## config.mk

```make
export PLATFORM = sky130hd
export DESIGN_NAME = ifu_inst_queue
export DESIGN_NICKNAME = d
export VERILOG_FILES = /design/src/rtl/ifu_inst_queue_pkg.sv /design/src/rtl/ifu_inst_queue_fifo.sv /design/src/rtl/ifu_inst_queue.sv
export SDC_FILE = /design/constraint.sdc
export NUM_CORES = 1
export LEC_CHECK = 0
export CORE_MARGIN = 1.5
export CORE_UTILIZATION = 29
export CTS_BUF_LIST = sky130_fd_sc_hd__clkbuf_4 sky130_fd_sc_hd__clkbuf_8 sky130_fd_sc_hd__clkbuf_16
export CTS_CLUSTER_SIZE = 12
export DETAILED_ROUTE_END_ITERATION = 10
export GPL_ROUTABILITY_DRIVEN = 0
export GPL_TIMING_DRIVEN = 0
export SLEW_MARGIN = 20
export SYNTH_ARGS = -nofsm -noshare
export SYNTH_HDL_FRONTEND = slang
export SYNTH_HIERARCHICAL = 1
export SYNTH_SLANG_ARGS = --single-unit
```

## constraint.sdc

```tcl
create_clock -name clk -period 5.2 [get_ports clk]
set_input_delay 0.52 -clock clk [delete_from_list [all_inputs] [get_ports clk]]
set_output_delay 0.52 -clock clk [all_outputs]
set_load 0.01 [all_outputs]
```

## src/rtl/ifu_inst_queue_pkg.sv

```systemverilog
// Shared constants for the IFU instruction queue slice.
package ifu_inst_queue_pkg;

   localparam int unsigned CPU_WIDTH      = 32;
   localparam int unsigned AXI_RESP_WIDTH = 2;
   localparam logic [AXI_RESP_WIDTH-1:0] AXI_RESP_OKAY = '0;

endpackage

```

## src/rtl/ifu_inst_queue_fifo.sv

```systemverilog
// First-word-fall-through FIFO with wrap-bit pointers and a synchronous clear.
module sync_fifo_fwft #(
   parameter int unsigned W     = 65,
   parameter int unsigned DEPTH = 4,
   parameter int unsigned PTR_W = 2
) (
   input  logic             clk,
   input  logic             rst_n,
   input  logic             clr_i,
   input  logic             push_i,
   input  logic             pop_i,
   input  logic [W-1:0]     din_i,
   output logic             full_o,
   output logic             empty_o,
   output logic [PTR_W:0]   count_o,
   output logic [W-1:0]     dout_o
);

   logic [W-1:0]   mem_q [DEPTH];
   logic [PTR_W:0] wr_ptr_q, wr_ptr_d;
   logic [PTR_W:0] rd_ptr_q, rd_ptr_d;
   logic           do_push, do_pop;

   assign empty_o = (wr_ptr_q == rd_ptr_q);
   assign full_o  = (wr_ptr_q[PTR_W-1:0] == rd_ptr_q[PTR_W-1:0]) &
                    (wr_ptr_q[PTR_W] != rd_ptr_q[PTR_W]);
   assign count_o = wr_ptr_q - rd_ptr_q;
   assign dout_o  = empty_o ? '0 : mem_q[rd_ptr_q[PTR_W-1:0]];

   assign do_pop  = pop_i & ~empty_o;
   // A push into a full queue is only accepted when the head leaves in the same cycle.
   assign do_push = push_i & (~full_o | do_pop);

   // Pointer next-state; clear wins over push/pop.
   always_comb begin
      wr_ptr_d = wr_ptr_q;
      rd_ptr_d = rd_ptr_q;
      if (clr_i) begin
         wr_ptr_d = '0;
         rd_ptr_d = '0;
      end else begin
         if (do_push) wr_ptr_d = wr_ptr_q + (PTR_W+1)'(1);
         if (do_pop)  rd_ptr_d = rd_ptr_q + (PTR_W+1)'(1);
      end
   end

   // Pointer registers.
   always_ff @(posedge clk or negedge rst_n) begin
      if (!rst_n) begin
         wr_ptr_q <= '0;
         rd_ptr_q <= '0;
      end else begin
         wr_ptr_q <= wr_ptr_d;
         rd_ptr_q <= rd_ptr_d;
      end
   end

   // Entry storage.
   always_ff @(posedge clk or negedge rst_n) begin
      if (!rst_n) begin
         for (int unsigned i = 0; i < DEPTH; i++) mem_q[i] <= '0;
      end else if (do_push && !clr_i) begin
         mem_q[wr_ptr_q[PTR_W-1:0]] <= din_i;
      end
   end

endmodule

```

## src/rtl/ifu_inst_queue.sv

```systemverilog
// IFU instruction queue: fetch-slot reservation, stale-response dropping and protocol error flag.
module ifu_inst_queue
   import ifu_inst_queue_pkg::*;
#(
   parameter int unsigned DW    = CPU_WIDTH,
   parameter int unsigned AW    = CPU_WIDTH,
   parameter int unsigned DEPTH = 4,
   parameter int unsigned PTR_W = 2
) (
   input  logic           clk,
   input  logic           rst_n,
   input  logic           flush,
   input  logic           req_fire,
   output logic           can_req,
   input  logic           rsp_valid,
   input  logic [AW-1:0]  rsp_pc,
   input  logic [DW-1:0]  rsp_inst,
   input  logic           rsp_err,
   output logic           out_valid,
   input  logic           out_ready,
   output logic [AW-1:0]  out_pc,
   output logic [DW-1:0]  out_inst,
   output logic           out_err,
   output logic [PTR_W:0] count,
   output logic           proto_err
);

   localparam int unsigned EW = AW + DW + 1;

   logic [PTR_W:0]   out_cnt_q, out_cnt_d;
   logic [PTR_W:0]   drop_cnt_q, drop_cnt_d;
   logic             proto_err_q, proto_err_d;
   logic             fifo_full, fifo_empty;
   logic [EW-1:0]    head;
   logic             rsp_acc, rsp_keep, pop;
   logic [PTR_W+1:0] occupancy;

   assign rsp_acc  = rsp_valid & (out_cnt_q != '0);
   assign rsp_keep = rsp_acc & (drop_cnt_q == '0) & ~flush;
   assign pop      = out_valid & out_ready;

   sync_fifo_fwft #(
      .W     (EW),
      .DEPTH (DEPTH),
      .PTR_W (PTR_W)
   ) u_fifo (
      .clk     (clk),
      .rst_n   (rst_n),
      .clr_i   (flush),
      .push_i  (rsp_keep),
      .pop_i   (pop),
      .din_i   ({rsp_pc, rsp_inst, rsp_err}),
      .full_o  (fifo_full),
      .empty_o (fifo_empty),
      .count_o (count),
      .dout_o  (head)
   );

   assign out_valid                  = ~fifo_empty;
   assign {out_pc, out_inst, out_err} = head;

   assign occupancy = {1'b0, count} + {1'b0, out_cnt_q};
   assign can_req   = ~flush & (occupancy < (PTR_W+2)'(DEPTH));
   assign proto_err = proto_err_q;

   // Outstanding/drop accounting and sticky error next-state.
   always_comb begin
      out_cnt_d   = out_cnt_q + (PTR_W+1)'(req_fire) - (PTR_W+1)'(rsp_acc);
      drop_cnt_d  = drop_cnt_q;
      proto_err_d = proto_err_q;
      if (flush) begin
         // out_cnt already includes fetches pending drop, so every outstanding
         // fetch not answered this cycle becomes a drop (back-to-back safe).
         drop_cnt_d = out_cnt_q - (PTR_W+1)'(rsp_acc);
      end else if (rsp_acc && (drop_cnt_q != '0)) begin
         drop_cnt_d = drop_cnt_q - (PTR_W+1)'(1);
      end
      if ((rsp_valid && (out_cnt_q == '0)) || (rsp_keep && fifo_full && !pop))
         proto_err_d = 1'b1;
   end

   // Accounting registers.
   always_ff @(posedge clk or negedge rst_n) begin
      if (!rst_n) begin
         out_cnt_q   <= '0;
         drop_cnt_q  <= '0;
         proto_err_q <= 1'b0;
      end else begin
         out_cnt_q   <= out_cnt_d;
         drop_cnt_q  <= drop_cnt_d;
         proto_err_q <= proto_err_d;
      end
   end

endmodule
```

==> results.py <==
metrics = {
    "timing": {
        "hold_viol_final": 0,
        "tns_ns": 0,
        "finalCritPeriodShare": 0.917,
        "finalSetupViolCount": 0,
        "tightest_slew_ns": 0.809,
        "rsz0062_at_grt": "no",
        "fin_skew_ns": 0.0158,
        "fin_crit_ns": 4.77,
        "slew_viol_final": 0,
        "clock.fmax_ghz": 0.210,
        "slew_headroom": 0.461,
    },
    "clock_tree": {
        "cts_setup_buffers": 0,
        "clock-root-buffer": "clkbuf_16",
        "cts.sinks": 273,
        "clk-insertion-delay-late_ns": 0.53,
        "cts_hold_repair.buffers": 0,
        "cts_tree": "yes",
        "cts.htree.levels": 2,
        "clk_pin_slew_ns": 0.06,
        "clk_path_buf_depth": 3,
        "cts_made_buffers": 34,
    },
    "worst_setup_path": {
        "crit_path_end_kind": "output port",
        "crit_fanout": 19,
        "critPathMaxStageDelay_ns": 0.57,
        "startpoint": "u_fifo/rd_ptr_q[1]$_DFFE_PN0P_",
        "slowest_stage": "buf_2",
        "crit_chain": "buf_2, inv_1, ha_1, and2_1, nand2_1, clkbuf_1, clkbuf_1, and2_1, clkdlybuf4s50_1",
        "cp-start-kind": "flop",
        "rr_startpoint": "u_fifo/rd_ptr_q[1]$_DFFE_PN0P_",
        "worstSetupPathType": "reg2out",
        "crit_required_ns": 4.68,
        "arrival_ns": 4.25,
    },
    "synth": {
        "post_synth_xor_area_fraction": 0.00444,
        "syn_area_um2": 13500,
        "synthCells": 814,
        "syn_avg_cell_area_um2": 16.6,
        "ys_ff_latch": 273,
        "syn_nets": 900,
        "synth_adder_area_share": 0.0150,
        "synth_top_area_share": 0.505,
        "post-synth-top-count-cell": "dfrtp_1",
        "synth_simple_gate_area_frac": 0.0444,
        "yosys-top-cells-count": "dfrtp_1, mux2_4, and2_1",
        "yosysUniqueCellTypes": 46,
        "synth_area_leader_cell": "dfrtp_1",
        "synth-compound-area-share": 0.0133,
        "synth-seq-area-share": 0.505,
        "synth_top_family_by_area": "multiplexers",
        "synthArstFlopShare": 1.00,
        "synthTopCellsByArea": "dfrtp_1, mux2_4, mux4_2, mux2_2, and2_1",
        "yosys_warnings": 6,
        "synthMuxAreaShare": 0.384,
        "synth_flop_cell": "dfrtp_1",
        "synth_edf_count": 0,
    },
    "pwr": {
        "powerDensity_nw_per_um2": 383,
        "p_total_uw": 6490,
        "p_leak_uw": 0.00753,
        "peakVddDrop_mv": 0.244,
    },
    "detailed_routing": {
        "drt_wl_total_mm": 31.9,
        "vias_per_cell": 4.59,
        "drtAntennaViolNets": 0,
        "drc": 0,
        "vias": 7423,
        "wl_per_cell_um": 19.7,
        "drt_iter0_drc": 412,
        "dr.pass1.iters": 4,
    },
    "final_layout": {
        "layoutNonFillerInstCount": 1616,
        "fillers": 4318,
        "insertedDiodeCount": 0,
        "fin_nets": 1078,
        "area_growth_pct": 25.1,
        "drive_gt1_frac": 0.430,
        "final_util": 0.371,
        "fin_area_um2": 16900,
    },
    "global_routing": {
        "grtUsageTotal": 0.138,
        "grt_pass1_vias": 8296,
        "antenna_found_initial": 2,
        "grt_max_degree": 97,
        "grt_pass1_wl_mm": 50.6,
        "overflow": 0,
    },
    "floorplan": {
        "fp.dieW_um": 219,
        "start_util": 0.296,
        "fp-row-count": 78,
        "fp.dieArea_um2": 48000,
        "fp.dieH_um": 219,
        "io_pins": 142,
        "coreArea_um2": 45700,
    },
    "place": {
        "dp_cells": 1557,
        "hpwl_mm": 20.3,
        "placed_area_um2": 15800,
        "port_buffers": 141,
    },
    "outcome": {
        "outcome": "finished, final reports clean",
    },
    "worst_hold_path": {
        "hp-class": "in2async",
    },
    "run": {
        "cap_violations": 0,
    },
}
-- sequential cells by signal, summed over array words and instances, names as in the netlist --
name and cells:
u_fifo/rd_ptr_q 3, proto_err 1, out_cnt_q 3, u_fifo/mem_q 260, u_fifo/wr_ptr_q 3, drop_cnt_q 3
-- path summary, 6_finish.rpt --
check | endpoint | slack (ns) | depth (start not counted)
setup / recovery | out_inst[24] | 0.43 | 9
hold / removal | u_fifo/mem_q[191]$_DFFE_PN0P_ | 0.03 | 1
setup reg to reg | u_fifo/mem_q[252]$_DFFE_PN0P_ | 0.53 | 14
hold reg to reg | proto_err$_DFFE_PN0P_ | 0.46 | 1
max in group asynchronous | u_fifo/mem_q[159]$_DFFE_PN0P_ | 4.20 | 2
min in group clk | proto_err$_DFFE_PN0P_ | 0.46 | 1
-- cell type report --
cell class,count,area [um2],share of cell area
Clock buffer,54,1100,0.0648
Tap cell,600,751,0.0443
Buffer,53,404,0.0239
Inverter,16,60.1,0.00355
Timing Repair Buffer,143,1470,0.0869
Clock inverter,6,82.6,0.00488
Sequential cell,273,6830,0.403
Multi-Input combinational cell,471,6240,0.368
-- layer usage --
metal | up-vias | global-route usage | share of wire
li1 | 3310 | - | -
met1 | 3900 | 0.191 | 0.47
met2 | 165 | 0.211 | 0.45
met3 | 44 | 0.0330 | 0.055
met4 | 4 | 0.0459 | 0.024
met5 | - | 0 | 0.00082
-- cells by family (layout without fill, tap and decap cells) --
family | Yosys count | after routing
xor+xnor | 6 | 6
compound gates | 22 | 22
mux | 330 | 330
flops | 273 | 273
fa+ha+maj | 15 | 15
simple gates | 98 | 98
buf+inv | 70 | 272
-- metrics by stage --
step	setup WS, ns	hold WS [ns]
4_1_cts	0.247	0.0274
6_report	0.430	0.0326
2_1_floorplan	1.81	0.224
3_5_place_dp	-0.132	0.455
3_3_place_gp	-8.59	0.442
5_1_grt	0.0911	0.0734
-- power by group --
| group | internal (uW) | leakage (uW) | total (uW) | switching [uW] |
|---|---|---|---|---|
| clock network | 1550 | 0.000592 | 2450 | 902 |
| registers | 2450 | 0.00372 | 2640 | 193 |
| logic | 905 | 0.00322 | 1400 | 499 |
-- worst max-delay path, delay by kind of cell, from the launching register on --
| family | cells | cell delay [ns] |
|---|---|---|
| adder cells (fa/ha/maj) | 1 | 0.33 |
| buffers and inverters | 5 | 2.28 |
| flip-flops | 1 | 0.50 |
| AND/OR/NAND/NOR | 3 | 0.60 |
-- what timing repair did --
item / CTS / global route
resized for setup: 0 / 0
setup endpoints to repair: 240 / 0
endpoints found under the hold margin: 0 / 0
-- cell usage in the layout (no fill, tap or decap), types with 2 or more instances in the layout --
cell type / synthesis / layout
dfrtp_1: 273 / 273
mux2_4: 200 / 200
clkdlybuf4s50_1: 0 / 140
and2_1: 66 / 66
mux4_2: 65 / 65
mux2_2: 63 / 63
clkbuf_16: 0 / 37
buf_6: 25 / 25
clkbuf_1: 16 / 16
inv_1: 15 / 15
ha_1: 13 / 13
buf_2: 11 / 11
clkbuf_4: 0 / 10
nor2_1: 9 / 9
nand2_1: 7 / 7
clkbuf_8: 0 / 7
xnor2_1: 5 / 5
nand3b_1: 4 / 4
a21oi_2: 4 / 4
nor2b_1: 3 / 3
clkinv_2: 0 / 3
mux2i_1: 2 / 2
nor3_1: 2 / 2
o21ai_0: 2 / 2
fa_1: 2 / 2
bufinv_16: 0 / 2
buf_16: 0 / 2
a21boi_0: 2 / 2
Power figures use the tool's default switching activity.
